**src/rtl/irq_pkg.sv**
```systemverilog
// ============================================================================
// Module   : irq_pkg
// Brief    : Shared types and constants for the interrupt arbiter front end.
// Revision : 1.0
// ============================================================================
`default_nettype none

package irq_pkg;

  localparam int          N_SRC_DEF      = 16;
  localparam logic [31:0] IRQ_CAUSE_BASE = 32'h1000_0010;

  typedef enum logic [1:0] {
    IDLE    = 2'd0,
    REQ     = 2'd1,
    SERVICE = 2'd2
  } irq_state_e;

endpackage

`default_nettype wire

```
**src/rtl/irq_edge_detect.sv**
```systemverilog
// ============================================================================
// Module   : irq_edge_detect
// Brief    : Vectored rising-edge detector; IRQ_SYNC_EN adds a 2-flop sync.
// Revision : 1.0
// ============================================================================
`default_nettype none

module irq_edge_detect #(
  parameter int N = 16
) (
  input  logic         clk_i,
  input  logic         rst_ni,
  input  logic [N-1:0] src_i,
  output logic [N-1:0] edge_o
);

  logic [N-1:0] w_s;
  logic [N-1:0] r_s_q;

`ifdef IRQ_SYNC_EN
  logic [N-1:0] r_sync1;
  logic [N-1:0] r_sync2;

  always_ff @(posedge clk_i or negedge rst_ni) begin
    if (!rst_ni) begin
      r_sync1 <= '0;
      r_sync2 <= '0;
    end else begin
      r_sync1 <= src_i;
      r_sync2 <= r_sync1;
    end
  end

  assign w_s = r_sync2;
`else
  assign w_s = src_i;
`endif

  always_ff @(posedge clk_i or negedge rst_ni) begin
    if (!rst_ni) r_s_q <= '0;
    else         r_s_q <= w_s;
  end

  assign edge_o = w_s & ~r_s_q;

endmodule

`default_nettype wire

```
**src/rtl/irq_arbiter.sv**
```systemverilog
// ============================================================================
// Module   : irq_arbiter
// Brief    : Pending/mask registers, fixed-priority pick and take/return FSM.
// Revision : 1.0  (IRQ_SYNC_EN selects the input synchronizer)
// ============================================================================
`default_nettype none

module irq_arbiter
  import irq_pkg::*;
#(
  parameter  int N_SRC = N_SRC_DEF,
  localparam int ID_W  = $clog2(N_SRC)
) (
  input  logic             clk_i,
  input  logic             rst_ni,
  input  logic [N_SRC-1:0] src_i,
  input  logic             mask_we_i,
  input  logic [N_SRC-1:0] mask_wdata_i,
  input  logic             irq_taken_i,
  input  logic             irq_ret_i,
  output logic             irq_req_o,
  output logic [ID_W-1:0]  irq_id_o,
  output logic [N_SRC-1:0] mask_o,
  output logic [N_SRC-1:0] pending_o,
  output logic             irq_lost_o
);

  irq_state_e       r_state, w_next;
  logic [ID_W-1:0]  r_id, w_win;
  logic [N_SRC-1:0] r_pending, r_mask;
  logic [N_SRC-1:0] w_edge, w_cand, w_clr;
  logic             w_load, r_lost;

  irq_edge_detect #(.N(N_SRC)) u_edge (
    .clk_i  (clk_i),
    .rst_ni (rst_ni),
    .src_i  (src_i),
    .edge_o (w_edge)
  );

  // Descending scan so the lowest set index is the final assignment.
  always_comb begin
    w_cand = r_pending & r_mask;
    w_win  = '0;
    for (int i = N_SRC - 1; i >= 0; i--) begin
      if (w_cand[i]) w_win = ID_W'(i);
    end
  end

  always_comb begin
    w_clr = '0;
    if (r_state == REQ && irq_taken_i) w_clr[r_id] = 1'b1;
  end

  always_comb begin
    w_next = r_state;
    w_load = 1'b0;
    unique case (r_state)
      IDLE: begin
        if (|w_cand) begin
          w_next = REQ;
          w_load = 1'b1;
        end
      end
      REQ:     if (irq_taken_i) w_next = SERVICE;
      SERVICE: if (irq_ret_i)   w_next = IDLE;
      default: w_next = IDLE;
    endcase
  end

  always_ff @(posedge clk_i or negedge rst_ni) begin
    if (!rst_ni) begin
      r_state   <= IDLE;
      r_id      <= '0;
      r_pending <= '0;
      r_mask    <= '0;
      r_lost    <= 1'b0;
    end else begin
      r_state   <= w_next;
      if (w_load) r_id <= w_win;
      // A new edge outranks the take-clear on the same source.
      r_pending <= (r_pending & ~w_clr) | w_edge;
      if (mask_we_i) r_mask <= mask_wdata_i;
      r_lost    <= |(w_edge & r_pending & ~w_clr);
    end
  end

  assign irq_req_o  = (r_state == REQ);
  assign irq_id_o   = r_id;
  assign mask_o     = r_mask;
  assign pending_o  = r_pending;
  assign irq_lost_o = r_lost;

endmodule

`default_nettype wire

```
**config.mk**
```make
export PLATFORM = sky130hd
export DESIGN_NAME = irq_arbiter
export DESIGN_NICKNAME = d
export VERILOG_FILES = /design/src/rtl/irq_pkg.sv /design/src/rtl/irq_edge_detect.sv /design/src/rtl/irq_arbiter.sv
export SDC_FILE = /design/constraint.sdc
export NUM_CORES = 1
export LEC_CHECK = 0
export BUFFER_PORTS_ARGS = -buffer_cell sky130_fd_sc_hd__buf_2
export CORE_MARGIN = 1
export CORE_UTILIZATION = 55
export DETAILED_ROUTE_END_ITERATION = 6
export PLACE_DENSITY = 0.84
export SLEW_MARGIN = 10
export SYNTH_ARGS = -nofsm -noshare
export SYNTH_HDL_FRONTEND = slang
export SYNTH_SLANG_ARGS = --single-unit
```
**constraint.sdc**
```tcl
create_clock -name clk_i -period 3.6 [get_ports clk_i]
set_input_delay 1.08 -clock clk_i [delete_from_list [all_inputs] [get_ports clk_i]]
set_output_delay 1.08 -clock clk_i [all_outputs]
set_load 0.005 [all_outputs]
```
After elaboration in Yosys (flattened, before gate mapping)

Index checks and enable logic that the tools add are counted.

Bitwise gates (word level): 8
Magnitude comparators: 2
Reductions and logical operators: 6
Mux-type cells: 25
Eq/ne operators: 5

Operators with widths:

| kind                 | count |
|---|---|
| $and A16 B16 Y16     | 5 |
| $mux W4              | 16 |
| $not A16 Y16         | 2 |
| $reduce_or A16 Y1    | 2 |
| $mux W16             | 1 |
| $or A16 B16 Y16      | 1 |
| $mux W2              | 3 |
| $ne A2 B2 Y1 const B | 3 |
| $pmux W2 S3          | 1 |
| $lt A4 B5 Y1 const B | 1 |
| $demux W1 S4         | 1 |
| $ge A4 B1 Y1 const B | 1 |
| $mux W1              | 3 |
| $reduce_and A3 Y1    | 1 |
| $eq A2 B1 Y1 const B | 1 |
| $eq A2 B2 Y1 const B | 1 |
| $logic_and A1 B1 Y1  | 2 |
| $logic_not A2 Y1     | 1 |

Register bits: 55
Bits of input ports: 37
Logic and storage cells: 52
Output and inout bits: 38

Depth between registers and ports, before layout

Word-level depth: 17
Gate-level depth with buffers: 6
Gate-level depth less buffers: 5

By module

Synthesis repeated with hierarchy kept, for this count alone.

Cells, all modules: 225
Area total of the unflattened synthesis: 2,588.7 um2

By module, submodules not included:

| module          | area an instance (um2) | cells each | times used | sequential area each (um2) |
|---|---|---|---|---|
| irq_arbiter     | 1,968.1                | 193        | 1          | 975.9 |
| irq_edge_detect | 620.6                  | 32         | 1          | 400.4 |

Worst setup path before layout

Ideal clock, no wire load.

Path type: input to register
From: input irq_taken_i
To: register r_lost, in the netlist irq_lost_o
Data required time: 3.469 ns
Data arrival time: 2.073 ns
Setup time: 0.131 ns
Cell stages on the path: 5
Path slack: 1.396 ns
Path through: nand4b_4 or3_4 a41oi_2 nand4_1 or3_1

Longest elaborated chain between the ends: 5

RTL lines:

| item                 | line              | text |
|---|---|---|
| start, declared      | irq_arbiter.sv:19 | `input logic irq_taken_i,` |
| $logic_and A1 B1 Y1  | irq_arbiter.sv:52 | `if (r_state == REQ && irq_taken_i) w_clr[r_id] = 1'b1;` |
| $mux W16             | irq_arbiter.sv:52 |  |
| $not A16 Y16         | irq_arbiter.sv:84 | `r_lost <= \|(w_edge & r_pending & ~w_clr);` |
| $and A16 B16 Y16     | irq_arbiter.sv:84 |  |
| $reduce_or A16 Y1    | irq_arbiter.sv:84 |  |
| end signal, assigned | irq_arbiter.sv:84 |  |
| end, declared        | irq_arbiter.sv:32 | `logic w_load, r_lost;` |

Every way passes these cells.
A chain may end at the register's enable or synchronous reset.

Final worst setup path

From: register r_state[0]
To: output irq_req_o

Longest elaborated chain between the ends: 1

RTL lines:

| item                   | line              | text |
|---|---|---|
| start, declared        | irq_arbiter.sv:28 | `irq_state_e r_state, w_next;` |
| start signal, assigned | irq_arbiter.sv:79 | `r_state <= w_next;` |
| $eq A2 B1 Y1           | irq_arbiter.sv:88 | `assign irq_req_o = (r_state == REQ);` |
| end, declared          | irq_arbiter.sv:21 | `output logic irq_req_o,` |

Every way passes these cells.

==> qor.yml <==
floorplanning:
  die_w_um: 69.5
  ios: 75
  die_y_um: 69.5
  dieArea_mm2: 0.00482
  start_util: 0.575
  coreArea_mm2: 0.00435
  num_rows: 24
power:
  p_clk_frac: 0.224
  p_seq_frac: 0.499
  leakagePower_nw: 1.35
  sw_frac_of_total: 0.340
  switchingPower_w: 0.000589
  power.density_mw_per_mm2: 572
  p_int_w: 0.00114
  power_frac_comb: 0.277
  vdd_drop_max_mv: 0.332
yosys:
  synth_fp_nets: 260
  ys.flop_type: "dfrtp_1"
  synth.area.top_cells: "dfrtp_1 (55%), mux2_2 (7.6%), o21ai_0 (5.6%)"
  synth-seq-cells: 55
  async_reset_ff_frac: 1.00
  syn_avg_cell_area_um2: 11.2
  ys_types: 47
  synthCells: 223
  synth_common_cells: "dfrtp_1 (55), o21ai_0 (28), nand2_1 (20), inv_1 (17), mux2_2 (17)"
  synth_edf_count: 0
  ys_seq_area_frac: 0.550
  post-synth-top-area-cell: "dfrtp_1"
  synth_top_area_frac: 0.550
  syn_area_mm2: 0.00250
  yosysMostFrequentCell: "dfrtp_1"
  yosysWarningCount: 0
global_route:
  grt_usage: 0.263
  overflow: 0
  antenna_found_initial: 0
  grt_max_degree: 32
  grt_first_pass_wirelength_mm: 9.96
  grt_pass1_vias: 2029
critical_path:
  end_kind: "output port"
  criticalPathCategory: "register to output port"
  crit_fanout: 10
  required_ns: 2.52
  crit_slowest_cell: "dfrtp_1"
  path_depth: 2
  cp.buffers_inverters: 1
  reg2regPathDepth: 5
  worst_ep_arrival_time_ns: 1.21
  cp_top_family: "flip-flops"
  max_stage_delay_ns: 0.57
  start_kind: "register"
  cp_cell_sequence: "nor2b_1, buf_2"
detailed_routing:
  via_per_inst: 5.78
  routed_wirelength_mm: 6.09
  wl_met1_mm: 2.89
  topRoutingLayerUsed: "met4"
  drt_iter0_drc: 113
  drc: 0
  wl_per_cell_um: 17.3
  met2_length_mm: 2.86
  vias: 2041
  drtPass1Iterations: 4
  routed-wl-met3_um: 235
  antenna_left: 0
outcome:
  status: "completed"
sta:
  fin_crit_ns: 2.29
  slew_viol_final: 0
  fin_ws_ns: 1.31
  max_slew.worst_pin.slew_ns: 0.558
  worst_clock_skew_ns: 0.00299
  finalHoldViolCount: 0
  setup_viol: 0
  rsz0062_at_grt: "no"
  slew_headroom: 0.628
  timing.final.crit_share: 0.637
  fmax_ghz: 0.436
  fin_setup_tns_ns: 0
placed_design:
  gp_congestion: 0.921
  dp_hpwl_mm: 4.75
  port_buffers: 74
  place_worst_setup_slack_ns: 1.10
  place_area_mm2: 0.00293
cells_and_area:
  areaGrowthSynthToFinish_pct: 21.0
  layout-drive-gt1-share: 0.369
  fin_nets: 338
  fillers: 343
  postLayoutCellArea_mm2: 0.00303
  diodes: 0
  utilization: 0.695
clocking:
  postCtsSetupBuffers: 0
  cts_max_path_buffers: 2
  cts_resized: 0
  postCtsHoldBufs: 0
  clock_sinks: 55
  clk-insertion-delay-late_ns: 0.30
  cts_tree: "built"
  clk_pin_slew_ns: 0.09
  cts_root_buf: "clkbuf_8"
  cts-buffers-inserted: 5
  htree_levels: 2
hold_path:
  worstHoldPathType: "register to register"
  holdPathStages: 1
flow_run:
  cap_viol_max_count: 0
==> through the flow <==
stage | power (W) | hold slack, ns | instances
floorplan | 0.00113 | 0.415 | 223
global placement | 0.00134 | 0.421 | 346
detailed placement | 0.00135 | 0.432 | 346
CTS | 0.00174 | 0.447 | 353
global route | 0.00183 | 0.457 | 353
finish | 0.00173 | 0.445 | 353
==> cell type report <==
class	count	area, um2	area share
sequential	55	1380	0.455
multi-input combinational	147	1040	0.344
timing repair buffer	75	378	0.125
clock buffer	6	72.6	0.0240
tap	52	65.1	0.0215
inverter	17	63.8	0.0211
clock inverter	1	30.0	0.00992
==> worst register-to-register path: cells and delay by family, from the launching register on <==
kind,cells,cell delay (ns)
AND/OR/NAND/NOR,3,0.74
flip-flops,1,0.45
AO/OA/AOI/OAI,1,0.37
multiplexers,1,0.33
==> placed cells by master, fill, tap and decap left out, drive strengths merged, types with 2 or more instances in the layout <==
master   count
buf         75
dfrtp       55
o21ai       29
nand2       22
mux2        18
inv         17
nand2b      10
a22oi        7
o2111ai      6
nand3b       6
clkbuf       6
nand4        5
a31oi        4
nand3        4
nor2         3
o211ai       3
a21oi        3
or3          3
nor2b        2
or2          2
nand4b       2
a22o         2
==> power by group through the flow <==
| stage | combinational [W] | clock [W] | sequential (W) |
|---|---|---|---|
| 4_1_cts | 0.000478 | 0.000400 | 0.000860 |
| 2_1_floorplan | 0.000315 | 0 | 0.000817 |
| 5_1_grt | 0.000529 | 0.000416 | 0.000882 |
| 3_5_place_dp | 0.000475 | 0 | 0.000872 |
| 6_report | 0.000479 | 0.000389 | 0.000864 |
| 3_3_place_gp | 0.000469 | 0 | 0.000869 |
==> state kept, by name (all words and copies together) (netlist names) <==
signal        flops
irq_id_o          4
irq_lost_o        1
mask_o           16
pending_o        16
r_state           2
u_edge.r_s_q     16
==> cell families after synthesis <==
family                 count (synthesis)  share of synthesized area
muxes                                 18                     0.0810
DFF                                   55                      0.550
AOI/OAI and AO/OA                     64                      0.171
and+or+nand+nor                       65                      0.164
buffers and inverters                 21                     0.0335
==> per-layer routing <==
metal / vias to the layer above / global-route usage
met5: - / 0
met4: 0 / 0.0930
met3: 10 / 0.0436
met2: 61 / 0.410
met1: 992 / 0.376
li1: 978 / -
==> final timing paths <==
path / slack (ns) / from / end
setup / recovery: 1.31 / r_state[0] / irq_req_o
hold / removal: 0.45 / u_edge.r_s_q[5] / pending_o[5]
setup reg to reg: 1.60 / pending_o[14] / irq_id_o[0]
hold reg to reg: 0.45 / u_edge.r_s_q[5] / pending_o[5]
max in group asynchronous: 2.06 / rst_ni / pending_o[1]
min in group asynchronous: 0.76 / rst_ni / mask_o[14]
No activity file was read; power rests on OpenSTA's default activity.
